### config.mk
export PLATFORM = sky130hd
export DESIGN_NAME = cond_logic_banked
export DESIGN_NICKNAME = d
export VERILOG_FILES = /design/src/rtl/cond_logic_banked.sv
export SDC_FILE = /design/constraint.sdc
export NUM_CORES = 1
export LEC_CHECK = 0
export CAP_MARGIN = 0
export CORE_UTILIZATION = 40
export CTS_CLUSTER_DIAMETER = 50
export CTS_CLUSTER_SIZE = 10
export DETAILED_ROUTE_END_ITERATION = 7
export PLACE_DENSITY = 0.72
export SETUP_SLACK_MARGIN = 0.1
export SYNTH_ARGS = -nofsm -noshare
export SYNTH_HDL_FRONTEND = slang
export SYNTH_SLANG_ARGS = --single-unit
export TNS_END_PERCENT = 1
### constraint.sdc
create_clock -name clk -period 3.3 [get_ports clk]
set_input_delay 0.66 -clock clk [delete_from_list [all_inputs] [get_ports clk]]
set_output_delay 0.66 -clock clk [all_outputs]
set_load 0.01 [all_outputs]
### src/rtl/cond_logic_banked.sv
// Banked condition-evaluation and control-gating stage for the pipelined core.
// Evaluates the ARM condition field against one of NUM_BANKS NZCV flag banks,
// gates PC/register/memory write requests with the result and optionally
// registers the gated controls as the EX/MEM boundary. Also keeps a
// saturating count of annulled (condition-failed) instructions.
//
// Ports:
//   clk, reset        rising-edge clock, asynchronous active-low reset
//   en, flush         stage enable (0 = stall), kill current instruction
//   bank_sel          active flag bank; out-of-range reads bank 0, no writes
//   Cond, ALUFlags    condition field, {N,Z,C,V} from the ALU
//   FlagW             [1] write N,Z  [0] write C,V
//   PCS, RegW, MemW   raw write requests; NoWrite suppresses RegW
//   clr_cnt           synchronous clear of annul_cnt
//   PCSrc, RegWrite, MemWrite, CondEx   gated controls
//   Flags             {N,Z,C,V} of the selected bank
//   annul_cnt         saturating annulled-instruction count
module cond_logic_banked #(
    parameter int unsigned NUM_BANKS   = 2,
    parameter int unsigned REG_OUTPUTS = 1,
    parameter int unsigned CNT_W       = 16,
    localparam int unsigned SEL_W      = (NUM_BANKS > 1) ? $clog2(NUM_BANKS) : 1
) (
    input  logic             clk,
    input  logic             reset,
    input  logic             en,
    input  logic             flush,
    input  logic [SEL_W-1:0] bank_sel,
    input  logic [3:0]       Cond,
    input  logic [3:0]       ALUFlags,
    input  logic [1:0]       FlagW,
    input  logic             PCS,
    input  logic             RegW,
    input  logic             MemW,
    input  logic             NoWrite,
    input  logic             clr_cnt,
    output logic             PCSrc,
    output logic             RegWrite,
    output logic             MemWrite,
    output logic             CondEx,
    output logic [3:0]       Flags,
    output logic [CNT_W-1:0] annul_cnt
);

    logic [3:0]       bank_q [NUM_BANKS];
    logic [3:0]       flags_cur;
    logic             sel_ok;
    logic             cond_ok_raw;
    logic             cond_ok;
    logic             pc;
    logic             rw;
    logic             mw;
    logic             flag_we;
    logic             annul_hit;
    logic [CNT_W-1:0] cnt_q;

    // Bank read mux; an unmatched select falls back to bank 0 and is flagged invalid.
    always_comb begin
        flags_cur = bank_q[0];
        sel_ok    = 1'b0;
        for (int b = 0; b < int'(NUM_BANKS); b++) begin
            if (bank_sel == SEL_W'(b)) begin
                flags_cur = bank_q[b];
                sel_ok    = 1'b1;
            end
        end
    end

    // Condition decode on {N,Z,C,V} = flags_cur[3:0].
    always_comb begin
        cond_ok_raw = 1'b1;
        case (Cond)
            4'h0:    cond_ok_raw = flags_cur[2];
            4'h1:    cond_ok_raw = ~flags_cur[2];
            4'h2:    cond_ok_raw = flags_cur[1];
            4'h3:    cond_ok_raw = ~flags_cur[1];
            4'h4:    cond_ok_raw = flags_cur[3];
            4'h5:    cond_ok_raw = ~flags_cur[3];
            4'h6:    cond_ok_raw = flags_cur[0];
            4'h7:    cond_ok_raw = ~flags_cur[0];
            4'h8:    cond_ok_raw = flags_cur[1] & ~flags_cur[2];
            4'h9:    cond_ok_raw = ~flags_cur[1] | flags_cur[2];
            4'hA:    cond_ok_raw = (flags_cur[3] == flags_cur[0]);
            4'hB:    cond_ok_raw = (flags_cur[3] != flags_cur[0]);
            4'hC:    cond_ok_raw = ~flags_cur[2] & (flags_cur[3] == flags_cur[0]);
            4'hD:    cond_ok_raw = flags_cur[2] | (flags_cur[3] != flags_cur[0]);
            default: cond_ok_raw = 1'b1;
        endcase
    end

    assign cond_ok   = cond_ok_raw & ~flush;
    assign pc        = PCS & cond_ok;
    assign rw        = RegW & cond_ok & ~NoWrite;
    assign mw        = MemW & cond_ok;
    assign flag_we   = en & cond_ok & sel_ok;
    // Flush is checked explicitly because the count uses the unmasked decode.
    assign annul_hit = en & ~flush & ~cond_ok_raw & (PCS | RegW | MemW | (|FlagW));

    // Flag banks: only the selected, valid bank is written, N/Z and C/V independently.
    always_ff @(posedge clk or negedge reset) begin
        if (!reset) begin
            for (int b = 0; b < int'(NUM_BANKS); b++) begin
                bank_q[b] <= 4'b0000;
            end
        end else if (flag_we) begin
            for (int b = 0; b < int'(NUM_BANKS); b++) begin
                if (bank_sel == SEL_W'(b)) begin
                    if (FlagW[1]) bank_q[b][3:2] <= ALUFlags[3:2];
                    if (FlagW[0]) bank_q[b][1:0] <= ALUFlags[1:0];
                end
            end
        end
    end

    // Annul counter: clear wins, increment saturates at all-ones.
    always_ff @(posedge clk or negedge reset) begin
        if (!reset) begin
            cnt_q <= '0;
        end else if (clr_cnt) begin
            cnt_q <= '0;
        end else if (annul_hit && (cnt_q != {CNT_W{1'b1}})) begin
            cnt_q <= cnt_q + CNT_W'(1);
        end
    end

    assign Flags     = flags_cur;
    assign annul_cnt = cnt_q;

    generate
        if (REG_OUTPUTS != 0) begin : g_reg
            logic pc_q;
            logic rw_q;
            logic mw_q;
            logic cx_q;

            // EX/MEM boundary; flush reaches here as cond_ok=0, stall holds.
            always_ff @(posedge clk or negedge reset) begin
                if (!reset) begin
                    pc_q <= 1'b0;
                    rw_q <= 1'b0;
                    mw_q <= 1'b0;
                    cx_q <= 1'b0;
                end else if (en) begin
                    pc_q <= pc;
                    rw_q <= rw;
                    mw_q <= mw;
                    cx_q <= cond_ok;
                end
            end

            assign PCSrc    = pc_q;
            assign RegWrite = rw_q;
            assign MemWrite = mw_q;
            assign CondEx   = cx_q;
        end else begin : g_comb
            assign PCSrc    = pc;
            assign RegWrite = rw;
            assign MemWrite = mw;
            assign CondEx   = cond_ok;
        end
    endgenerate

endmodule

# --- Word-level counts from Yosys, hierarchy flattened ---
# Index checks and enable logic that the tools add are counted.
totals:
  ff_bits: 28
  in_bits: 20
  output_inout_bits: 24
  word_cells: 62
classes:
  add_sub_neg: 1
  eq_ne: 16
  n_mux: 4
  bitwise: 24
  reduce_logical: 8
ops:
  columns: ["cell", "n"]
  rows:
  - ["2-to-1 mux 16 bit", 2]
  - ["== test 4 bit, second input constant", 6]
  - ["adder 16 x 1 -> 16 bit, second input constant", 1]
  - ["== test 4 x 3 -> 1 bit, second input constant", 4]
  - ["inequality test 16 bit, second input constant", 1]
  - ["one-hot mux 1 bit (14 select lines)", 1]
  - ["AND reduction 3 bit", 4]
  - ["AND 1 bit", 11]
  - ["== test 4 x 2 -> 1 bit, second input constant", 2]
  - ["NOT 1 bit", 8]
  - ["bitwise OR 1 bit", 5]
  - ["== test 4 x 1 -> 1 bit, second input constant", 1]
  - ["logical NOT 4 bit", 1]
  - ["2-to-1 mux 4 bit", 1]
  - ["nonzero test 2 bit", 1]
  - ["OR reduction 2 bit", 1]
  - ["== test 1 bit", 1]
  - ["logical AND 1 bit", 1]
  - ["inequality test 1 bit", 1]

# --- Longest topological paths before layout ---
# Gate-level depths: netlist of the first run.
depth:
  depth_word: 10
  ltp_mapped: 9
  ltp_nobuf: 6

# --- Worst setup path after synthesis of the first run ---
# No wires, ideal clock.
synth_path:
  kind: "input to register"
  from: "input bank_sel"
  to: "register cnt_q[9] (netlist: annul_cnt[9])"
  setup_ns: 0.119
  arrival_ns: 2.697
  required_ns: 3.181
  setup_slack_ns: 0.484
  stages: 8
  n_path_buf: 3
  cell_sequence: "buf_2 > mux2_2 > a311oi_1 > mux2i_1 > clkbuf_1 > clkbuf_1 > nor4_1 > o21ba_2"
synth_via:
  elab_chain_len: 9
  word_cells_on_any_way: 17
  cone_classes: "2 x eq/ne; 2 x mux; 11 x bitwise; 2 x reduce/logical"
synth_rtl:
  columns: ["item", "line", "rtl"]
  rows:
  - ["from (decl)", "28", "input logic [SEL_W-1:0] bank_sel,"]
  - ["2-to-1 mux 4 bit *", "62", "if (bank_sel == SEL_W'(b)) begin"]
  - ["named net Flags[2]", "41", "output logic [3:0] Flags,"]
  - ["NOT 1 bit", "74, 81, 85", null]
  - ["AND 1 bit (on tied branches)", "85, 81", null]
  - ["one-hot mux 1 bit (14 select lines) *", "72", "case (Cond)"]
  - ["NOT 1 bit *", "97", "assign annul_hit = en & ~flush & ~cond_ok_raw & (PCS | RegW | MemW | (|FlagW));"]
  - ["AND 1 bit * (2 in series)", "97", null]
  - ["logical AND 1 bit *", "121", "end else if (annul_hit && (cnt_q != {CNT_W{1'b1}})) begin"]
  - ["nonzero test 2 bit (no source line) *", null, null]
  - ["to (signal assigned)", "122", "cnt_q <= cnt_q + CNT_W'(1);"]
  - ["to (decl)", "55", "logic [CNT_W-1:0] cnt_q;"]
# Mark *: on every way through the listed nets, which the timed path passes. The rest lies on a longest branch.
# A chain may end at the register's enable or synchronous reset.

# --- Final worst setup path of the first run ---
layout_path:
  from: "input bank_sel"
  to: "register cnt_q[11] (netlist: annul_cnt[11])"
layout_via:
  elab_chain_len: 9
  word_cells_on_any_way: 17
  cone_classes: "2 x eq/ne; 2 x mux; 11 x bitwise; 2 x reduce/logical"
layout_rtl:
  columns: ["item", "line", "rtl"]
  rows:
  - ["2-to-1 mux 4 bit *", "62", null]
  - ["inequality test 1 bit, or another cell as far along", "84, 86", null]
  - ["bitwise OR 1 bit, or another cell as far along", "86", "4'hD: cond_ok_raw = flags_cur[2] | (flags_cur[3] != flags_cur[0]);"]
  - ["one-hot mux 1 bit (14 select lines) *", "72", null]
  - ["NOT 1 bit *", "97", null]
  - ["AND 1 bit * (2 in series)", "97", null]
  - ["logical AND 1 bit *", "121", null]
  - ["nonzero test 2 bit (no source line) *", null, null]
# Every way passes the cells marked *; elsewhere a longest branch is shown, timed or not.

==> flow_metrics.env, run 1 <==
export IMPL_via_per_inst=5.86
export IMPL_finalHoldViolations=0
export IMPL_syn_nets=198
export IMPL_startpoint_type="input pin"
export IMPL_regToRegSetupSlack_ps=790
export IMPL_htree_levels=1
export IMPL_met1_length_mm=1.93
export IMPL_clk_latency_ps=280
export IMPL_grt_max_degree=29
export IMPL_antenna_found_initial=0
export IMPL_first_global_vias=1408
export IMPL_ys_ff_latch=28
export IMPL_drc=0
export IMPL_min_from="CondEx$_DFFE_PN0P_"
export IMPL_cellLeakagePower_nw=0.910
export IMPL_p_total_w=0.00111
export IMPL_start_util_pct=42.6
export IMPL_synth_ff_type="dfrtp_1"
export IMPL_r2r_start="bank_q[3]$_DFFE_PN0P_"
export IMPL_setup_viol=0
export IMPL_dp_worst_setup_slack_ps=-148
export IMPL_layout_setup_ws_ps=310
export IMPL_grt_pass1_wl_mm=6.44
export IMPL_vdd_drop_max_v=0.000219
export IMPL_nets=242
export IMPL_wl_met2_mm=1.79
export IMPL_drtPass1Iterations=4
export IMPL_io_pins=44
export IMPL_hp_class="reg2reg"
export IMPL_maxCapViolCount=0
export IMPL_netlist_instances=177
export IMPL_min_path_cells=2
export IMPL_cp_required_ps=3470
export IMPL_fillCellCount=362
export IMPL_gp_congestion=0.812
export IMPL_slew_violations=0
export IMPL_yosysSeqAreaShare_pct=40.3
export IMPL_ant_nets=0
export IMPL_io_buffers=43
export IMPL_cp_arrival_ps=3160
export IMPL_path_cells="clkdlybuf4s50_1 > mux4_2 > and3b_1 > a311o_1 > buf_12 > nor4_1 > mux2_2"
export IMPL_path_clk_slew_ps=90
export IMPL_die_h_um=67.9
export IMPL_cts_buffer_depth=2
export IMPL_row_count=23
export IMPL_max_slew_margin_pct=54.3
export IMPL_die_w_um=67.9
export IMPL_endpoint_kind="register"
export IMPL_cts_tree="done"
export IMPL_cts_hold_buf=0
export IMPL_hold_end="CondEx$_DFFE_PN0P_"
export IMPL_p_per_area_nw_per_um2=480
export IMPL_period_minus_slack_ps=2990
export IMPL_root_buffer="clkbuf_8"
export IMPL_wl_mm=3.95
export IMPL_cts_inserted_buffers=3
export IMPL_vias=1581
export IMPL_synth_edff_count=0
export IMPL_wl_met3_um=165
export IMPL_grt_use_total_pct=18.6
export IMPL_ys_types=36
export IMPL_reg2regPathDepth=7
export IMPL_worstMarginPinSlew_ps=683
export IMPL_fin_skew_ps=2.23
export IMPL_die_area_um2=4620
export IMPL_status="completed"
export IMPL_grt_overflow_total=0
export IMPL_avgSynthCellArea_um2=9.83
export IMPL_area_growth_pct=33.2
export IMPL_core_area_um2=4090
export IMPL_max_stage_delay_ps=560
export IMPL_drt_iter0_drc=98
export IMPL_syn_cell_area_um2=1740
export IMPL_async_flop_share_pct=100
export IMPL_cp_max_fo=28
export IMPL_crit_slowest_cell="clkdlybuf4s50_1"
export IMPL_timing_rr_end="annul_cnt[11]$_DFFE_PN0P_"
export IMPL_routed_top_layer="met4"
export IMPL_rsz0062_at_grt="false"
export IMPL_drive_above_1_share_pct=15.9
export IMPL_dp_hpwl_mm=2.90
export IMPL_synth_warning_count=0
export IMPL_diodes=0
export IMPL_post_route_period_util_pct=90.6
export IMPL_fmax_ghz=0.334
export IMPL_avgRoutedWirePerCell_um=14.6
export IMPL_cts_sinks=28
export IMPL_critPathKind="in2reg"
worst max path at each step:
stage	end	slack, ps	start
floorplan	annul_cnt[9]$_DFFE_PN0P_	480	bank_sel
global placement	annul_cnt[8]$_DFFE_PN0P_	-70	Cond[1]
detailed placement	annul_cnt[13]$_DFFE_PN0P_	-150	Cond[1]
CTS	annul_cnt[13]$_DFFE_PN0P_	160	Cond[1]
global route	annul_cnt[8]$_DFFE_PN0P_	220	bank_sel
finish	annul_cnt[11]$_DFFE_PN0P_	310	bank_sel
cell usage after synthesis (all sizes together) (5+ instances only):
master  number  share of area, %
clkbuf       8               1.7
nor2         9               1.9
nand4        6               2.2
or4          7               3.0
inv          6               1.3
dfrtp       28                40
a21oi        9               2.6
mux2        16                10
o31ai        8               3.5
nand2        9               1.9
mux2i        6               3.5
nand3        8               2.3
nor4         9               3.2
o21ai        5               1.4
logic make-up (layout without fill, tap and decap cells):
logic type	after synthesis	in the layout	synth area share, %
simple gates	64	64	21.1
compound gates	40	40	16.4
xor+xnor	3	3	1.51
flops	28	28	40.3
buf+inv	18	61	4.89
mux	23	23	15.1
fa+ha+maj	1	1	0.719
critical path, delay by kind of cell:
family | cells | cell delay, ps
multiplexers | 2 | 910
AND/OR/NAND/NOR | 2 | 450
AO/OA/AOI/OAI | 1 | 390
buffers and inverters | 2 | 750
cell type report:
class | instances | area (µm²) | area share (%)
Timing Repair Buffer | 51 | 518 | 22.4
Multi-Input combinational cell | 131 | 957 | 41.3
Tap cell | 50 | 62.6 | 2.70
Clock buffer | 4 | 55.1 | 2.38
Inverter | 6 | 22.5 | 0.972
Sequential cell | 28 | 701 | 30.3
layer usage:
layer  vias up  track usage (%)
li1        773                -
met1       764             26.7
met2        39             27.7
met3         5             2.83
met4         0             7.81
met5         -                0
power by group:
part / internal, W / total (W) / leakage, nW / switching (W)
Clock: 0.000107 / 0.000216 / 0.0288 / 0.000109
Sequential: 0.000398 / 0.000454 / 0.375 / 0.0000555
Combinational: 0.000245 / 0.000441 / 0.506 / 0.000196
Total: 0.000751 / 0.00111 / 0.910 / 0.000361
flip-flops by register name (all words and copies together), names as in the netlist:
name,cells
annul_cnt,16
bank_q,8
CondEx,1
MemWrite,1
PCSrc,1
RegWrite,1
timing repair:
action | in CTS | in global routing
gates resized for setup | 0 | 1
buffers inserted | 0 | 0
endpoints found under the setup margin | 0 | 8
metrics by stage:
step / cells / hold slack, ps / util [%] / cell area (µm²) / setup TNS (ps)
5_1_grt: 270 / 562 / 56.7 / 2320 / 0
6_report: 270 / 535 / 56.7 / 2320 / 0
4_1_cts: 270 / 544 / 56.6 / 2310 / 0
2_1_floorplan: 177 / 364 / - / 1740 / 0
3_5_place_dp: 266 / 515 / 55.3 / 2260 / -1470
3_3_place_gp: 266 / 527 / 55.3 / 2260 / -525
cells in the final DEF (no fill, tap or decap), types with 2 or more instances in the layout:
| cell | netlist | final |
|---|---|---|
| o21bai_1 | 2 | 2 |
| buf_4 | 0 | 6 |
| a21oi_1 | 9 | 9 |
| o21ai_0 | 5 | 5 |
| o21ba_2 | 4 | 4 |
| nor3_1 | 2 | 2 |
| o31ai_1 | 8 | 8 |
| nand2_1 | 9 | 9 |
| o31a_1 | 4 | 4 |
| dfrtp_1 | 28 | 28 |
| mux2i_1 | 6 | 5 |
| xnor2_1 | 3 | 3 |
| nor2_1 | 9 | 9 |
| or4b_1 | 2 | 2 |
| nand4_1 | 6 | 6 |
| mux2_2 | 16 | 16 |
| o22ai_1 | 3 | 3 |
| or4_1 | 7 | 7 |
| clkbuf_8 | 0 | 4 |
| nor4_1 | 9 | 9 |
| clkdlybuf4s50_1 | 0 | 42 |
| nand3b_1 | 2 | 2 |
| nor2b_1 | 3 | 3 |
| inv_1 | 6 | 6 |
| nand3_1 | 8 | 8 |
| and3_1 | 4 | 4 |
| buf_12 | 0 | 2 |
Power figures use the tool's default switching activity.
==> run 2: changes to the inputs <==
--- a/config.mk
+++ b/config.mk
@@ -10,6 +10,7 @@
 export CTS_CLUSTER_DIAMETER = 50
 export CTS_CLUSTER_SIZE = 10
 export DETAILED_ROUTE_END_ITERATION = 7
+export GPL_TIMING_DRIVEN = 0
 export PLACE_DENSITY = 0.72
 export SETUP_SLACK_MARGIN = 0.1
 export SYNTH_ARGS = -nofsm -noshare
==> constraint.sdc (replaced) <==
create_clock -name clk -period 3.8 [get_ports clk]
set_input_delay 0.76 -clock clk [delete_from_list [all_inputs] [get_ports clk]]
set_output_delay 0.76 -clock clk [all_outputs]
set_load 0.01 [all_outputs]
==> run 2 against run 1 <==
Utilization fell by 1.3 points. Sequential cell count stayed put. Largest power group unchanged. Total power fell by 14%. First-iteration DRC count shrank 50%.
==> flow_metrics.env, run 2 (synthesis gave the netlist of run 1 again) <==
export IMPL_status="completed"
export IMPL_placed_cells=268
export IMPL_regToRegSetupSlack_ps=880
export IMPL_core_area_um2=4090
export IMPL_swShare_pct=34.2
export IMPL_p_clk_share_pct=20.2
export IMPL_r2r_start="bank_q[7]$_DFFE_PN0P_"
export IMPL_die_w_um=67.9
export IMPL_final_common_cell="clkdlybuf4s50_1"
export IMPL_crit_path_end="annul_cnt[9]$_DFFE_PN0P_"
export IMPL_drtPass1Iterations=4
export IMPL_seqPwrFrac_pct=41.1
export IMPL_clk_latency_ps=280
export IMPL_drt_iter0_drc=49
export IMPL_cts_tree="done"
export IMPL_grt_pass1_wl_mm=6.80
export IMPL_fmax_ghz=0.304
export IMPL_stdcell_area_um2=2260
export IMPL_io_buffers=41
export IMPL_drive_above_1_share_pct=14.0
export IMPL_maxCapViolCount=0
export IMPL_start_util_pct=42.6
export IMPL_layout_common_cells="40 x clkdlybuf4s50_1, 28 x dfrtp_1, 16 x mux2_2"
export IMPL_grt_max_degree=29
export IMPL_rsz0062_at_grt="false"
export IMPL_grt_use_met1_pct=27.2
export IMPL_cellLeakagePower_nw=0.875
export IMPL_power_switching_w=0.000327
export IMPL_grt_use_total_pct=19.7
export IMPL_timing_rr_end="annul_cnt[9]$_DFFE_PN0P_"
export IMPL_setup_tns_final_ps=0
export IMPL_cts_inserted_buffers=3
export IMPL_area_growth_pct=30.1
export IMPL_antenna_found_initial=0
export IMPL_avgRoutedWirePerCell_um=15.5
export IMPL_cts_sinks=28
export IMPL_critPathKind="in2reg"
export IMPL_fin_util_pct=55.4
export IMPL_dp_worst_setup_slack_ps=215
export IMPL_cp_max_fo=10
export IMPL_use_met2_pct=31.3
export IMPL_via_per_inst=5.82
export IMPL_met3_usage_pct=2.33
export IMPL_cts_setup_buffers=0
export IMPL_placed_area_um2=2210
export IMPL_combPwrFrac_pct=38.7
export IMPL_cts_hold_buf=0
export IMPL_max_slew_margin_pct=47.3
export IMPL_root_buffer="clkbuf_8"
export IMPL_grt_overflow_total=0
export IMPL_first_global_vias=1491
export IMPL_vias=1583
export IMPL_p_per_area_nw_per_um2=422
export IMPL_hp_class="in2async"
export IMPL_top_usage_layer="met2"
export IMPL_instances_no_fill=272
export IMPL_fin_skew_ps=4.95
export IMPL_post_route_period_util_pct=86.4
export IMPL_row_count=23
export IMPL_finalHoldViolations=0
export IMPL_setup_viol=0
export IMPL_crit_start="Cond[3]"
export IMPL_diodes=0
export IMPL_layout_setup_ws_ps=516
export IMPL_largest_reg_flops=16
export IMPL_cp_arrival_ps=3470
export IMPL_slew_violations=0
export IMPL_vdd_drop_max_v=0.000200
export IMPL_die_h_um=67.9
export IMPL_nets=244
export IMPL_path_clk_slew_ps=100
export IMPL_die_area_um2=4620
export IMPL_cts_resized=0
export IMPL_drc=0
export IMPL_startpoint_type="input pin"
export IMPL_io_pins=44
export IMPL_htree_levels=1
export IMPL_cp_required_ps=3990
export IMPL_ant_nets=0
export IMPL_cts_buffer_depth=2
export IMPL_gp_congestion=0.747
export IMPL_period_minus_slack_ps=3280
export IMPL_worstMarginPinSlew_ps=780
export IMPL_intPower_w=0.000629
export IMPL_dp_hpwl_mm=3.06
export IMPL_wl_mm=4.22
export IMPL_endpoint_kind="register"
export IMPL_reg2regPathDepth=8
-- run 2: changes by cell type in the layout (fill, tap and decap cells not counted), sizes merged --
| cell | delta |
|---|---|
| clkdlybuf4s50 | -2 |
| buf | -3 |
| clkbuf | +8 |
| dlymetal6s2s | -1 |
-- run 2: how the worst min path moves through the flow --
stage                           from                        end  slack [ps]  depth (start not counted)
6_report                       reset  annul_cnt[13]$_DFFE_PN0P_         480                          1
4_1_cts        bank_q[1]$_DFFE_PN0P_      bank_q[1]$_DFFE_PN0P_         540                          1
2_1_floorplan                  reset         CondEx$_DFFE_PN0P_         460                          0
3_3_place_gp      CondEx$_DFFE_PN0P_         CondEx$_DFFE_PN0P_         520                          2
3_5_place_dp   bank_q[1]$_DFFE_PN0P_      bank_q[1]$_DFFE_PN0P_         520                          1
5_1_grt                        reset  annul_cnt[13]$_DFFE_PN0P_         540                          1
-- run 2: per-layer routing --
layer  vias up  wire length [µm]
met2        43              1970
met4         0                65
li1        770                 -
met3         5               163
met5         -                 0
met1       765              2020
-- run 2: worst max-delay path, cell delays in order --
cell and delay, ps:
clkdlybuf4s50_1 590, a21oi_1 100, a311oi_1 340, mux2i_1 550
clkbuf_1 390, clkbuf_1 410, nor4_1 110, o21ba_2 210
-- run 2: per-stage QoR --
step,hold slack (ps),power (W)
floorplan,464,0.000618
global placement,518,0.000755
detailed placement,517,0.000769
CTS,539,0.000959
global route,538,0.00101
finish,482,0.000955
-- run 2: final cells by class --
class | count | area, µm²
tap | 50 | 62.6
inverter | 6 | 22.5
fill | 385 | 1820
sequential | 28 | 701
timing repair buffer | 41 | 405
clock buffer | 4 | 55.1
buffer | 12 | 62.6
multi-input combinational | 131 | 953
-- run 2: power by group through the flow --
stage	registers [W]	logic, W	clock network, W
finish	0.000392	0.000370	0.000193
detailed placement	0.000398	0.000372	0
floorplan	0.000387	0.000230	0
global route	0.000398	0.000402	0.000206
global placement	0.000395	0.000360	0
CTS	0.000391	0.000373	0.000195
==> run 3: changes to the inputs <==
--- a/config.mk
+++ b/config.mk
@@ -16,4 +16,4 @@
 export SYNTH_ARGS = -nofsm -noshare
 export SYNTH_HDL_FRONTEND = slang
 export SYNTH_SLANG_ARGS = --single-unit
-export TNS_END_PERCENT = 1
+export TNS_END_PERCENT = 5
==> results of run 3 <==
No change in the layout: final DEF, timing and power equal those of run 2.
==> edit 1: new RTL, flow settings as in run 1 <==
Set the parameter `REG_OUTPUTS` to 0 (it was 1).
--- a/src/rtl/cond_logic_banked.sv
+++ b/src/rtl/cond_logic_banked.sv
@@ -17,7 +17,7 @@
 //   annul_cnt         saturating annulled-instruction count
 module cond_logic_banked #(
     parameter int unsigned NUM_BANKS   = 2,
-    parameter int unsigned REG_OUTPUTS = 1,
+    parameter int unsigned REG_OUTPUTS = 0,
     parameter int unsigned CNT_W       = 16,
     localparam int unsigned SEL_W      = (NUM_BANKS > 1) ? $clog2(NUM_BANKS) : 1
 ) (
Behaviour: not the same (a bounded check fails within 4 cycles, from zero or initial values and one cycle with reset low).
==> edit 1 against run 1 <==
Final area is 0.32% higher; synthesized area down 2.9%; register-to-register slack improved by 0.14 ns; worst setup slack lost 0.12 ns; sequential cell count fell by 4; highest routed layer unchanged; critical path depth rose by 2; largest cell class unchanged; clock power down 7%; power down 7.9%; routed wire length is 2.1% higher.
==> edit 1: results (changes against run 1) <==
* Outcome: completed
* Wire per inst at 14.5 um (-0.88%)
* Compound-Gate Fraction of Synth Area at 17.5% (+1.1 points)
* Drt initial violations at 78 (-20%)
* Routability cong. at 0.772 (-4.9%)
* Vias in the first global route at 1440 (+2.3%)
* Sequential share of the synthesized area at 35.6% (-4.7 points)
* CP max FO at 5 (-82%)
* Syn. warnings at 0 (unchanged)
* Hold EP: bank_q[6]$_DFFE_PN0P_
* Hold_ws at 0.562 ns (+0.0265 ns)
* Setup bufs post-CTS at 0 (unchanged)
* Pin count of the biggest net entering global routing at 30 (+3.4%)
* Xor-xnor portion of the synthesized cell area at 2.08% (+0.56 points)
* # nets final at 250 (+3.3%)
* FF-to-FF Start: bank_q[4]$_DFFE_PN0P_
* Syn Nets at 190 (-4.0%)
* Skew final at 0.00219 ns (-0.0000460 ns)
* End of the critical path: CondEx
* Reg2Reg Setup Slack at 0.93 ns (+0.14 ns)
* IO Port Bufs at 43 (unchanged)
* Design area at 0.00232 mm2 (+0.32%)
* RR Endpoint: annul_cnt[3]$_DFFE_PN0P_
* Non-Filler Instances at 278 (+3.0%)
* Hold depth at 1 (-1)
* Gate Count Post-Synth at 169 (-4.5%)
* Cells after DPL at 274 (+3.0%)
* First-pass GRT wire length at 6570 um (+1.9%)
* Fmax at 322 MHz (-3.7%)
* Tot GR Track Use at 19.3% (+0.65 points)
* Post-DP HPWL at 3010 um (+3.9%)
* Yosys cell types at 45 (+25%)
* Static leakage at 0.924 nW (+1.6%)
* WP data arrival at 2.45 ns (-0.71 ns)
* Commonest cells post-synth: 24 x dfrtp_1, 10 x a21oi_1, 10 x nor2_1
* Top post-synthesis cells by area: dfrtp_1 36%, mux2_1 5.3%, mux2_2 4.7%, mux2i_1 3.6%, o2111ai_2 3.6%
* # fillers at 361 (-0.28%)
* Max VDD drop at 0.000265 V (+21%)
* Place WS at -0.645 ns (-0.497 ns)
* Critical path origin: Cond[1]
* HP Start: bank_q[6]$_DFFE_PN0P_
* Vias at 1553 (-1.8%)
* Post-synthesis adder-cell area fraction at 0.741% (+0.022 points)
* Worst Tran Pin Value at 0.513 ns (-0.170 ns)
* Proportion of layout cells with a drive suffix above 1 at 22.8% (+6.9 points)
* Proportion of synthesized area in mux cells at 16.0% (+0.90 points)
## edit 1: cell count changes after synthesis, sizes merged, moves of 3 or more
cell and change:
nor4 -9, clkbuf -6, dfrtp -4, nand2b +4, nor3 +4, o2111ai +4, o21ba -4, or3 +4
buf +3, o22ai -3, o31a -3
## edit 1: metal layers
| layer | GRT usage [%] | up-vias | routed length (um) |
|---|---|---|---|
| met1 | 27.3 | 751 | 1980 |
| met2 | 30.3 | 33 | 1890 |
| met5 | 0 | - | 0 |
| met3 | 2.57 | 3 | 135 |
| li1 | - | 766 | - |
| met4 | 5.59 | 0 | 21 |
## edit 1: critical path, cell delays in order
cell and delay [ns]:
clkdlybuf4s15_2 0.23, mux2i_1 0.13, mux4_2 0.48, xnor2_1 0.14, o221a_2 0.28, nor2_1 0.10
buf_4 0.15, nor2_1 0.04, clkdlybuf4s15_1 0.23
## edit 1: where the power goes
group / total [mW] / switching [mW] / leakage (nW) / internal [mW]
clock network: 0.201 / 0.0940 / 0.0288 / 0.107
registers: 0.387 / 0.0488 / 0.320 / 0.338
logic: 0.437 / 0.199 / 0.575 / 0.237
## edit 1: logic make-up after synthesis
| logic type | count (synthesis) |
|---|---|
| DFF | 24 |
| AOI/OAI and AO/OA | 35 |
| buffers and inverters | 13 |
| and+or+nand+nor | 69 |
| xor gates and xnor gates | 4 |
| adders and majority gates | 1 |
| muxes | 23 |
## edit 1: repair_timing
action | CTS | global route
hold buffers | 0 | 0
setup endpoints to repair | 4 | 4
cloned | 0 | 0
resized for setup | 20 | 6
## edit 1: area by class of cell
class,count,area share (%)
flip-flops and latches,24,25.8
multi-input cells,132,43.9
repair buffers,64,24.6
well taps,50,2.69
clock buffers,4,2.37
inverters,4,0.646
==> edit 2: new RTL, flow settings as in run 1 <==
Without the edit above. Put a register stage on the output `CondEx`, cleared by the reset. The value now appears one clock later. The other outputs are not delayed to match.
--- a/src/rtl/cond_logic_banked.sv
+++ b/src/rtl/cond_logic_banked.sv
@@ -41,6 +41,8 @@
     output logic [3:0]       Flags,
     output logic [CNT_W-1:0] annul_cnt
 );
+
+    logic CondEx_d;
 
     logic [3:0]       bank_q [NUM_BANKS];
     logic [3:0]       flags_cur;
@@ -151,14 +153,22 @@
             assign PCSrc    = pc_q;
             assign RegWrite = rw_q;
             assign MemWrite = mw_q;
-            assign CondEx   = cx_q;
+            assign CondEx_d = cx_q;
         end else begin : g_comb
             assign PCSrc    = pc;
             assign RegWrite = rw;
             assign MemWrite = mw;
-            assign CondEx   = cond_ok;
+            assign CondEx_d = cond_ok;
         end
     endgenerate
 
+    always_ff @(posedge clk or negedge reset) begin
+        if (!reset) begin
+            CondEx <= '0;
+        end else begin
+            CondEx <= CondEx_d;
+        end
+    end
+
 endmodule
 
Formal check against the unedited RTL: not equivalent (a bounded check fails within 4 cycles, from zero or initial values and one cycle with reset low).
==> edit 2 against run 1 <==
Sequential cell count increased by 1; synthesized cell count increased by 4.0%; routed wire length decreased by 0.58%; power increased by 2.1%; final area increased by 3.9%; combinational power decreased by 22%; worst setup slack got worse by 0.0082 ns; synthesized area increased by 4.3%; critical path depth increased by 1.
==> edit 2: results (changes against run 1) <==
* Yosys cell types at 40 (+11%)
* Sequential share of the synthesized area at 40.0% (-0.29 points)
* Pin count of the biggest net entering global routing at 30 (+3.4%)
* # nets final at 250 (+3.3%)
* Vias per inst at 5.43 (-7.3%)
* Met3 wire len at 125 um (-24%)
* Outcome: completed
* Post-synthesis adder-cell area fraction at 0.690% (-0.030 points)
* Cells after DPL at 274 (+3.0%)
* Proportion of synthesized area in mux cells at 16.1% (+0.96 points)
* CTS clk-pin slew, worst paths at 0.06 ns (-0.03 ns)
* Static leakage at 0.983 nW (+8.0%)
* Routability cong. at 0.841 (+3.7%)
* Vias in the first global route at 1379 (-2.1%)
* Routed length on met2 at 1780 um (-0.50%)
* Drt initial violations at 79 (-19%)
* Router iterations before antenna repair at 4 (unchanged)
* Vias at 1531 (-3.2%)
* Xor-xnor portion of the synthesized cell area at 0.966% (-0.55 points)
* Top post-synthesis cells by area: dfrtp_1 40%, mux2_1 9.9%, or4_1 4.1%, o31ai_1 3.7%, o2111ai_2 3.3%
* Hold depth at 0 (-2)
* Wl on met1 at 1940 um (+0.62%)
* TritonCTS Buffers at 5 (+2)
* H-Tree Level Count at 2 (+1)
* Sw Share at 30.8% (-1.7 points)
* Place WS at 0.0142 ns (+0.162 ns)
* Commonest cells post-synth: 29 x dfrtp_1, 16 x mux2_1, 11 x nand3_1, 11 x nor2_1
* Skew final at 0.00387 ns (+0.00163 ns)
* Dpl cell area at 0.00230 mm2 (+2.0%)
* CTS root buf: clkbuf_8
* Max VDD drop at 0.000345 V (+57%)
* Wire per inst at 13.9 um (-4.8%)
* Tot GR Track Use at 18.0% (-0.65 points)
* Compound-Gate Fraction of Synth Area at 14.6% (-1.8 points)
* Proportion of layout cells with a drive suffix above 1 at 11.7% (-4.2 points)
* Slew headroom at 54.6% (+0.32 points)
* Syn Nets at 205 (+3.5%)
* Syn Area/Cell at 9.86 um2 (+0.35%)
[edit 2: cell count changes in the layout (fill, tap and decap cells not counted), moves of 5 or more]
cell	before	now
nor3_1	2	7
mux2_1	0	16
nor4_1	9	0
mux2_2	16	5
[edit 2: final timing paths]
| check | to | startpoint | slack [ns] |
|---|---|---|---|
| worst max-delay path | annul_cnt[7]$_DFFE_PN0P_ | Cond[1] | 0.30 |
| worst min-delay path | CondEx$_DFF_PN0_ | CondEx_d$_DFFE_PN0P_ | 0.39 |
| worst max register to register | annul_cnt[7]$_DFFE_PN0P_ | bank_q[4]$_DFFE_PN0P_ | 0.97 |
| worst min register to register | CondEx$_DFF_PN0_ | CondEx_d$_DFFE_PN0P_ | 0.39 |
| max in group asynchronous | annul_cnt[6]$_DFFE_PN0P_ | reset | 2.26 |
| min in group asynchronous | RegWrite$_DFFE_PN0P_ | reset | 0.76 |
[edit 2: metal layers]
layer | up-vias | track usage [%]
li1 | 775 | -
met1 | 726 | 25.6
met2 | 22 | 26.2
met3 | 8 | 4.36
met4 | 0 | 7.48
met5 | - | 0
[edit 2: power groups by stage]
stage | clock network (mW) | registers, mW | logic (mW)
2_1_floorplan | 0 | 0.446 | 0.217
3_3_place_gp | 0 | 0.461 | 0.344
3_5_place_dp | 0 | 0.463 | 0.346
4_1_cts | 0.340 | 0.456 | 0.348
5_1_grt | 0.354 | 0.464 | 0.379
6_report | 0.332 | 0.457 | 0.346
[edit 2: final cells by class]
type	instances	area, um2
clock inverters	1	5.00
well taps	52	65.1
inverters	11	41.3
fillers	386	1950
multi-input cells	133	985
repair buffers	49	488
flip-flops and latches	29	726
clock buffers	7	96.3
[edit 2: cell families (layout without fill, tap and decap cells)]
logic type,count (synthesis),in the layout
AO/OA/AOI/OAI,34,34
XOR/XNOR,2,2
adder cells (fa/ha/maj),1,1
buffers and inverters,22,68
flip-flops,29,29
multiplexers,26,26
AND/OR/NAND/NOR,70,70
[edit 2: critical path, stage by stage]
cell and delay, ns:
clkdlybuf4s50_1 0.66, mux2_1 0.35, o22ai_1 0.20, o41ai_1 0.08, or3b_1 0.40, buf_12 0.18
or4_1 0.51, a21oi_1 0.15
